$ cat src/rtl/spu_pkg.sv
// Shared SPU definitions for the forwarding scoreboard.
//   sb_entry_t : one in-flight destination record {v, addr, lat}
//   LAT_*      : default result latencies (in pipeline stages) per execution unit
package spu_pkg;

  // Entries carry a fixed-width address so the type stays independent of any
  // one instance's ADDR_W. Narrower addresses are zero-extended into it.
  localparam int SB_ADDR_MAX = 16;
  localparam int SB_LAT_W    = 3;

  typedef struct packed {
    logic                   v;
    logic [SB_ADDR_MAX-1:0] addr;
    logic [SB_LAT_W-1:0]    lat;
  } sb_entry_t;

  localparam logic [SB_LAT_W-1:0] LAT_FX   = 3'd2;
  localparam logic [SB_LAT_W-1:0] LAT_BYTE = 3'd4;
  localparam logic [SB_LAT_W-1:0] LAT_FP   = 3'd6;
  localparam logic [SB_LAT_W-1:0] LAT_PERM = 3'd4;
  localparam logic [SB_LAT_W-1:0] LAT_LS   = 3'd6;
  localparam logic [SB_LAT_W-1:0] LAT_BR   = 3'd1;

endpackage

$ cat src/rtl/sb_lane_shift.sv
// One issue lane's in-flight destination tracker: a DEPTH-stage shift register
// of sb_entry_t that advances every cycle and never freezes.
// Ports:
//   clk_i   clock
//   rst_ni  asynchronous active-low reset (clears valid bits only)
//   load_i  entry entering stage 1 on the next clock (v=0 for a bubble)
//   kill_i  squash the entry currently resident in stage 1
//   ent_o   current entries, index 0 = stage 1; stage-1 valid already has kill applied
module sb_lane_shift
  import spu_pkg::*;
#(
  parameter int DEPTH = 7
) (
  input  logic                  clk_i,
  input  logic                  rst_ni,
  input  sb_entry_t             load_i,
  input  logic                  kill_i,
  output sb_entry_t [DEPTH-1:0] ent_o
);

  logic [DEPTH-1:0]                   v_q,    v_d;
  logic [DEPTH-1:0][SB_ADDR_MAX-1:0]  addr_q, addr_d;
  logic [DEPTH-1:0][SB_LAT_W-1:0]     lat_q,  lat_d;

  // Kill acts on the resident stage-1 entry before both lookup and shift, so
  // a killed entry is invisible downstream for its whole remaining lifetime.
  always_comb begin
    for (int s = 0; s < DEPTH; s++) begin
      ent_o[s].v    = v_q[s];
      ent_o[s].addr = addr_q[s];
      ent_o[s].lat  = lat_q[s];
    end
    ent_o[0].v = v_q[0] & ~kill_i;
  end

  always_comb begin
    v_d[0]    = load_i.v;
    addr_d[0] = load_i.addr;
    lat_d[0]  = load_i.lat;
    for (int s = 1; s < DEPTH; s++) begin
      v_d[s]    = ent_o[s-1].v;
      addr_d[s] = ent_o[s-1].addr;
      lat_d[s]  = ent_o[s-1].lat;
    end
  end

  always_ff @(posedge clk_i or negedge rst_ni) begin
    if (!rst_ni) v_q <= '0;
    else         v_q <= v_d;
  end

  // Payload is meaningless while v=0, so it needs no reset.
  always_ff @(posedge clk_i) begin
    addr_q <= addr_d;
    lat_q  <= lat_d;
  end

endmodule

$ cat src/rtl/fwd_scoreboard.sv
// N-issue RAW hazard scoreboard and forwarding-select unit.
// Tracks destination registers in flight per lane, stalls lanes in order on
// unresolved RAW hazards, and selects the youngest ready producer per source.
// Ports:
//   clk, reset (async, active-low)
//   iss_valid/iss_wr/iss_rt/iss_lat  issue group, lane 0 oldest
//   src_valid/src_addr               source operands, index lane*NSRC+src
//   kill                             squash the stage-1 entry of a lane
//   stall                            lane not accepted this cycle
//   fwd_hit/fwd_lane/fwd_stage       forwarding select per source
//   stall_cnt                        saturating count of cycles with any stall
module fwd_scoreboard
  import spu_pkg::*;
#(
  parameter int LANES  = 2,
  parameter int DEPTH  = 7,
  parameter int ADDR_W = 7,
  parameter int NSRC   = 3,
  parameter int CNT_W  = 16,
  localparam int LANE_W = (LANES > 1) ? $clog2(LANES) : 1,
  localparam int STG_W  = $clog2(DEPTH + 1)
) (
  input  logic                          clk,
  input  logic                          reset,
  input  logic [LANES-1:0]              iss_valid,
  input  logic [LANES-1:0]              iss_wr,
  input  logic [LANES*ADDR_W-1:0]       iss_rt,
  input  logic [LANES*3-1:0]            iss_lat,
  input  logic [LANES*NSRC-1:0]         src_valid,
  input  logic [LANES*NSRC*ADDR_W-1:0]  src_addr,
  input  logic [LANES-1:0]              kill,
  output logic [LANES-1:0]              stall,
  output logic [LANES*NSRC-1:0]         fwd_hit,
  output logic [LANES*NSRC*LANE_W-1:0]  fwd_lane,
  output logic [LANES*NSRC*STG_W-1:0]   fwd_stage,
  output logic [CNT_W-1:0]              stall_cnt
);

  sb_entry_t [DEPTH-1:0] ent [LANES];
  sb_entry_t [LANES-1:0] ld;
  logic [LANES-1:0]      hazard;
  logic [CNT_W-1:0]      cnt_q, cnt_d;

  for (genvar l = 0; l < LANES; l++) begin : g_lane
    sb_lane_shift #(.DEPTH(DEPTH)) u_shift (
      .clk_i  (clk),
      .rst_ni (reset),
      .load_i (ld[l]),
      .kill_i (kill[l]),
      .ent_o  (ent[l])
    );
  end

  // Lookup: scan oldest-to-youngest so the last match (smallest stage, then
  // highest lane within a stage) is the youngest producer and wins.
  always_comb begin
    logic                   found;
    logic                   rdy;
    logic [LANE_W-1:0]      wl;
    logic [STG_W-1:0]       ws;
    logic [SB_ADDR_MAX-1:0] sa;
    int                     idx;
    hazard    = '0;
    fwd_hit   = '0;
    fwd_lane  = '0;
    fwd_stage = '0;
    for (int l = 0; l < LANES; l++) begin
      for (int k = 0; k < NSRC; k++) begin
        idx   = l * NSRC + k;
        sa    = SB_ADDR_MAX'(src_addr[idx*ADDR_W +: ADDR_W]);
        found = 1'b0;
        rdy   = 1'b0;
        wl    = '0;
        ws    = '0;
        for (int s = DEPTH - 1; s >= 0; s--) begin
          for (int m = 0; m < LANES; m++) begin
            if (ent[m][s].v && ent[m][s].addr == sa) begin
              found = 1'b1;
              rdy   = (s + 1) >= int'(ent[m][s].lat);
              wl    = LANE_W'(m);
              ws    = STG_W'(s + 1);
            end
          end
        end
        if (reset && src_valid[idx]) begin
          if (found && rdy) begin
            fwd_hit[idx]                   = 1'b1;
            fwd_lane[idx*LANE_W +: LANE_W] = wl;
            fwd_stage[idx*STG_W +: STG_W]  = ws;
          end else if (found) begin
            hazard[l] = 1'b1;
          end
          // A producer in an older lane of the same group is not in flight
          // yet, so it can never be forwarded this cycle.
          for (int i = 0; i < l; i++) begin
            if (iss_valid[i] && iss_wr[i] &&
                SB_ADDR_MAX'(iss_rt[i*ADDR_W +: ADDR_W]) == sa)
              hazard[l] = 1'b1;
          end
        end
      end
    end
  end

  // In-order issue: once a lane stalls, every younger lane stalls too.
  always_comb begin
    logic run;
    run   = 1'b0;
    stall = '0;
    for (int i = 0; i < LANES; i++) begin
      run      = run | hazard[i];
      stall[i] = run & reset;
    end
  end

  always_comb begin
    for (int l = 0; l < LANES; l++) begin
      ld[l].v    = iss_valid[l] & iss_wr[l] & ~stall[l];
      ld[l].addr = SB_ADDR_MAX'(iss_rt[l*ADDR_W +: ADDR_W]);
      ld[l].lat  = iss_lat[l*3 +: 3];
    end
  end

  always_comb begin
    cnt_d = cnt_q;
    if (|stall && cnt_q != '1) cnt_d = cnt_q + 1'b1;
  end

  always_ff @(posedge clk or negedge reset) begin
    if (!reset) cnt_q <= '0;
    else        cnt_q <= cnt_d;
  end

  assign stall_cnt = cnt_q;

endmodule
$ cat config.mk
export PLATFORM = sky130hd
export DESIGN_NAME = fwd_scoreboard
export DESIGN_NICKNAME = d
export VERILOG_FILES = /design/src/rtl/spu_pkg.sv /design/src/rtl/sb_lane_shift.sv /design/src/rtl/fwd_scoreboard.sv
export SDC_FILE = /design/constraint.sdc
export NUM_CORES = 1
export LEC_CHECK = 0
export ABC_AREA = 0
export CORE_ASPECT_RATIO = 1.25
export CORE_MARGIN = 2
export CORE_UTILIZATION = 45
export CTS_BUF_LIST = sky130_fd_sc_hd__clkbuf_4 sky130_fd_sc_hd__clkbuf_8
export CTS_CLUSTER_DIAMETER = 40
export DETAILED_ROUTE_END_ITERATION = 8
export MAX_ROUTING_LAYER = met4
export PLACE_DENSITY = 0.65
export SYNTH_ARGS = -nofsm -noshare
export SYNTH_HDL_FRONTEND = slang
export SYNTH_SLANG_ARGS = --single-unit
$ cat constraint.sdc
create_clock -name clk -period 4.7 [get_ports clk]
set_input_delay 0.94 -clock clk [delete_from_list [all_inputs] [get_ports clk]]
set_output_delay 0.94 -clock clk [all_outputs]
set_load 0.03 [all_outputs]
==> out/qor.yml <==
syn_inst: 1660
yosysWarningCount: 0
grt_pass1_vias: 14000
max_cap_violations: 0
track_usage_pct: 42.3
root_buffer: "clkbuf_8"
path_class: "input port to primary output"
arrival_ns: 3.72
htreeDepth: 4
clock.fmax_ghz: 0.215
yosys-top-cells-count: "435 x xnor2_1, 187 x xor2_1, 139 x nand4_1"
synthTopCellsByArea: "xnor2_1 28%, dfxtp_1 19%, xor2_1 12%, nand4_1 6.3%, dfrtp_1 5.4%"
cp_max_fo: 7
drc_errors: 0
initial_utilization_pct: 45.8
fin_crit_ns: 4.66
async_flop_share_pct: 18.3
cts_hold_buf: 0
cts_tree: "yes"
skew_ns: 0.0242
firstDrtPassIters: 5
io_buffer_count: 123
area_growth_pct: 38.2
ff2ff_setup_slack_ns: 0.21
seq_area_um2: 3430
ant_nets: 0
ir_worst_vdd_mv: 0.200
io_pins: 124
finalHoldViolations: 0
synth_seq_cells: 164
synthesis.area_um2: 13800
critPathCaptureType: "primary output"
worstPathRequired_ns: 3.76
fin_tns_setup_ns: 0
setup.worst_path.start_class: "input port"
syn_nets: 1737
gp_congestion: 1.08
grt-ovfl-total: 0
grt_start_max_net_pins: 19
die_area_um2: 32200
setup_ws_ns: 0.0407
finalMaxSlewViolations: 0
hpwl_um: 51500
hold_path_depth: 0
core-area_um2: 30200
die_x_um: 161
timing.rr.start: "g_lane[1].u_shift.ent_o[83]$_DFF_P_"
wl_um: 66200
hp-class: "register to register"
wire_per_inst_um: 27.0
cts_sinks: 164
power.leakage_uw: 0.00753
hold_start: "g_lane[1].u_shift.ent_o[40]$_DFF_P_"
avgSynthCellArea_um2: 8.33
clock_latency_ns: 0.52
post-synth-top-count-cell: "xnor2_1"
tightest_slew_ns: 0.970
synth_top_cell_by_area: "xnor2_1"
num-fill-cells: 2678
nets: 2110
hold_end: "g_lane[1].u_shift.ent_o[60]$_DFF_P_"
yosysTopAreaCellShare_pct: 27.6
fp.dieH_um: 200
status: "finished, final reports clean"
via_count: 14100
power_density_nw_per_um2: 204
vias_per_cell: 5.75
yosysUniqueCellTypes: 75
final.period_utilization_pct: 99.1
r2r_end: "stall_cnt[12]$_DFFE_PN0P_"
setup_violations: 0
ys.flop_type: "dfxtp_1"
placementRows: 71
grt_first_pass_wirelength_um: 95100
ctsLongestPathBuffers: 2
multiInputGateArea_um2: 9860
dp_slack_ns: -0.515
drive_above_1_share_pct: 30.3
numCtsBuffers: 17
ys_seq_area_share_pct: 24.8
rr_worst_depth: 19
relSlewSlack_pct: 34.6
initialDrtViolationCount: 1300
clk_pin_slew_ns: 0.09
synth-edff-count: 0
antenna_found_initial: 0
## area by class of cell
cell class                 count  area share [%]
antenna                        1          0.0131
clock buffer                  20            1.38
clock inverter                12           0.622
inverter                      20           0.393
multi-input combinational   1286            51.6
sequential                   164            18.0
tap                          401            2.63
timing repair buffer         544            25.4
## sequential cells by signal, summed over array words and instances, names as in the netlist
register              flops
g_lane.u_shift.ent_o    134
g_lane.u_shift.v_q       14
stall_cnt                16
## per-layer routing
layer  wire length, um  track usage, %  part of all wire [%]
met1             24800            47.8                    37
met2             30000            66.9                    45
met3              4760            6.65                   7.2
met4              6590            34.6                    10
met5                 0               -                     0
## power breakdown
part           switching (uW)  internal, uW
Sequential                170          1470
Clock                     620           453
Combinational             594           590
## layout by cell type (no fill, tap or decap), types with 27 or more instances in the layout
cell type and instances:
nand4_1 139, nand2_1 65, dfrtp_1 30, nor2_1 102, a21oi_1 27, dfxtp_1 134
xnor2_1 426, buf_12 37, clkdlybuf4s50_1 48, buf_6 40, buf_4 371, xor2_1 184
nor4_1 32
## per-stage QoR
step / hold slack (ns) / cell area (um2) / total power (uW) / std cells / utilization [%]
detailed placement: 0.312 / 17600 / 2760 / 2368 / 58.4
floorplan: 0.310 / 13800 / 2300 / 1660 / -
CTS: 0.328 / 18700 / 3840 / 2433 / 61.9
global route: 0.333 / 19100 / 4020 / 2447 / 63.2
global placement: 0.310 / 17600 / 2740 / 2368 / 58.4
finish: 0.326 / 19100 / 3890 / 2448 / 63.2
## how the worst max path moves through the flow
stage	startpoint	endpoint	slack [ns]	cells after the start
2_1_floorplan	src_addr[8]	fwd_lane[1]	-0.10	11
3_3_place_gp	src_addr[31]	stall[1]	-0.60	17
3_5_place_dp	src_addr[31]	stall[1]	-0.52	17
4_1_cts	src_addr[21]	stall[1]	-0.11	14
5_1_grt	src_addr[29]	fwd_stage[12]	-0.01	14
6_report	src_addr[23]	stall[1]	0.04	14
## critical path: stages
cell and delay (ns):
clkbuf_2 0.16, buf_6 0.18, xnor2_1 0.13, nand4_1 0.11, or2_2 0.34, or3_1 0.34, a31oi_2 0.21, a211oi_2 0.08
buf_4 0.15, o211ai_1 0.43, o2111ai_2 0.26, o21ai_2 0.20, inv_2 0.06, buf_6 0.13
## cells by family after synthesis
kind of cell	synth area share, %
compound gates	7.17
xor+xnor	39.4
fa+ha+maj	0.0905
buf+inv	8.13
flops	24.8
mux	0.769
simple gates	19.6
## timing repair
| item | 4_1_cts | 5_1_grt |
|---|---|---|
| endpoints found under the setup margin | 28 | 29 |
| resized for setup | 151 | 123 |
| cloned | 0 | 0 |
| buffers inserted | 37 | 16 |
| endpoints found under the hold margin | 0 | 0 |
| pin swaps | 49 | 69 |
No activity file was read; power rests on OpenSTA's default activity.
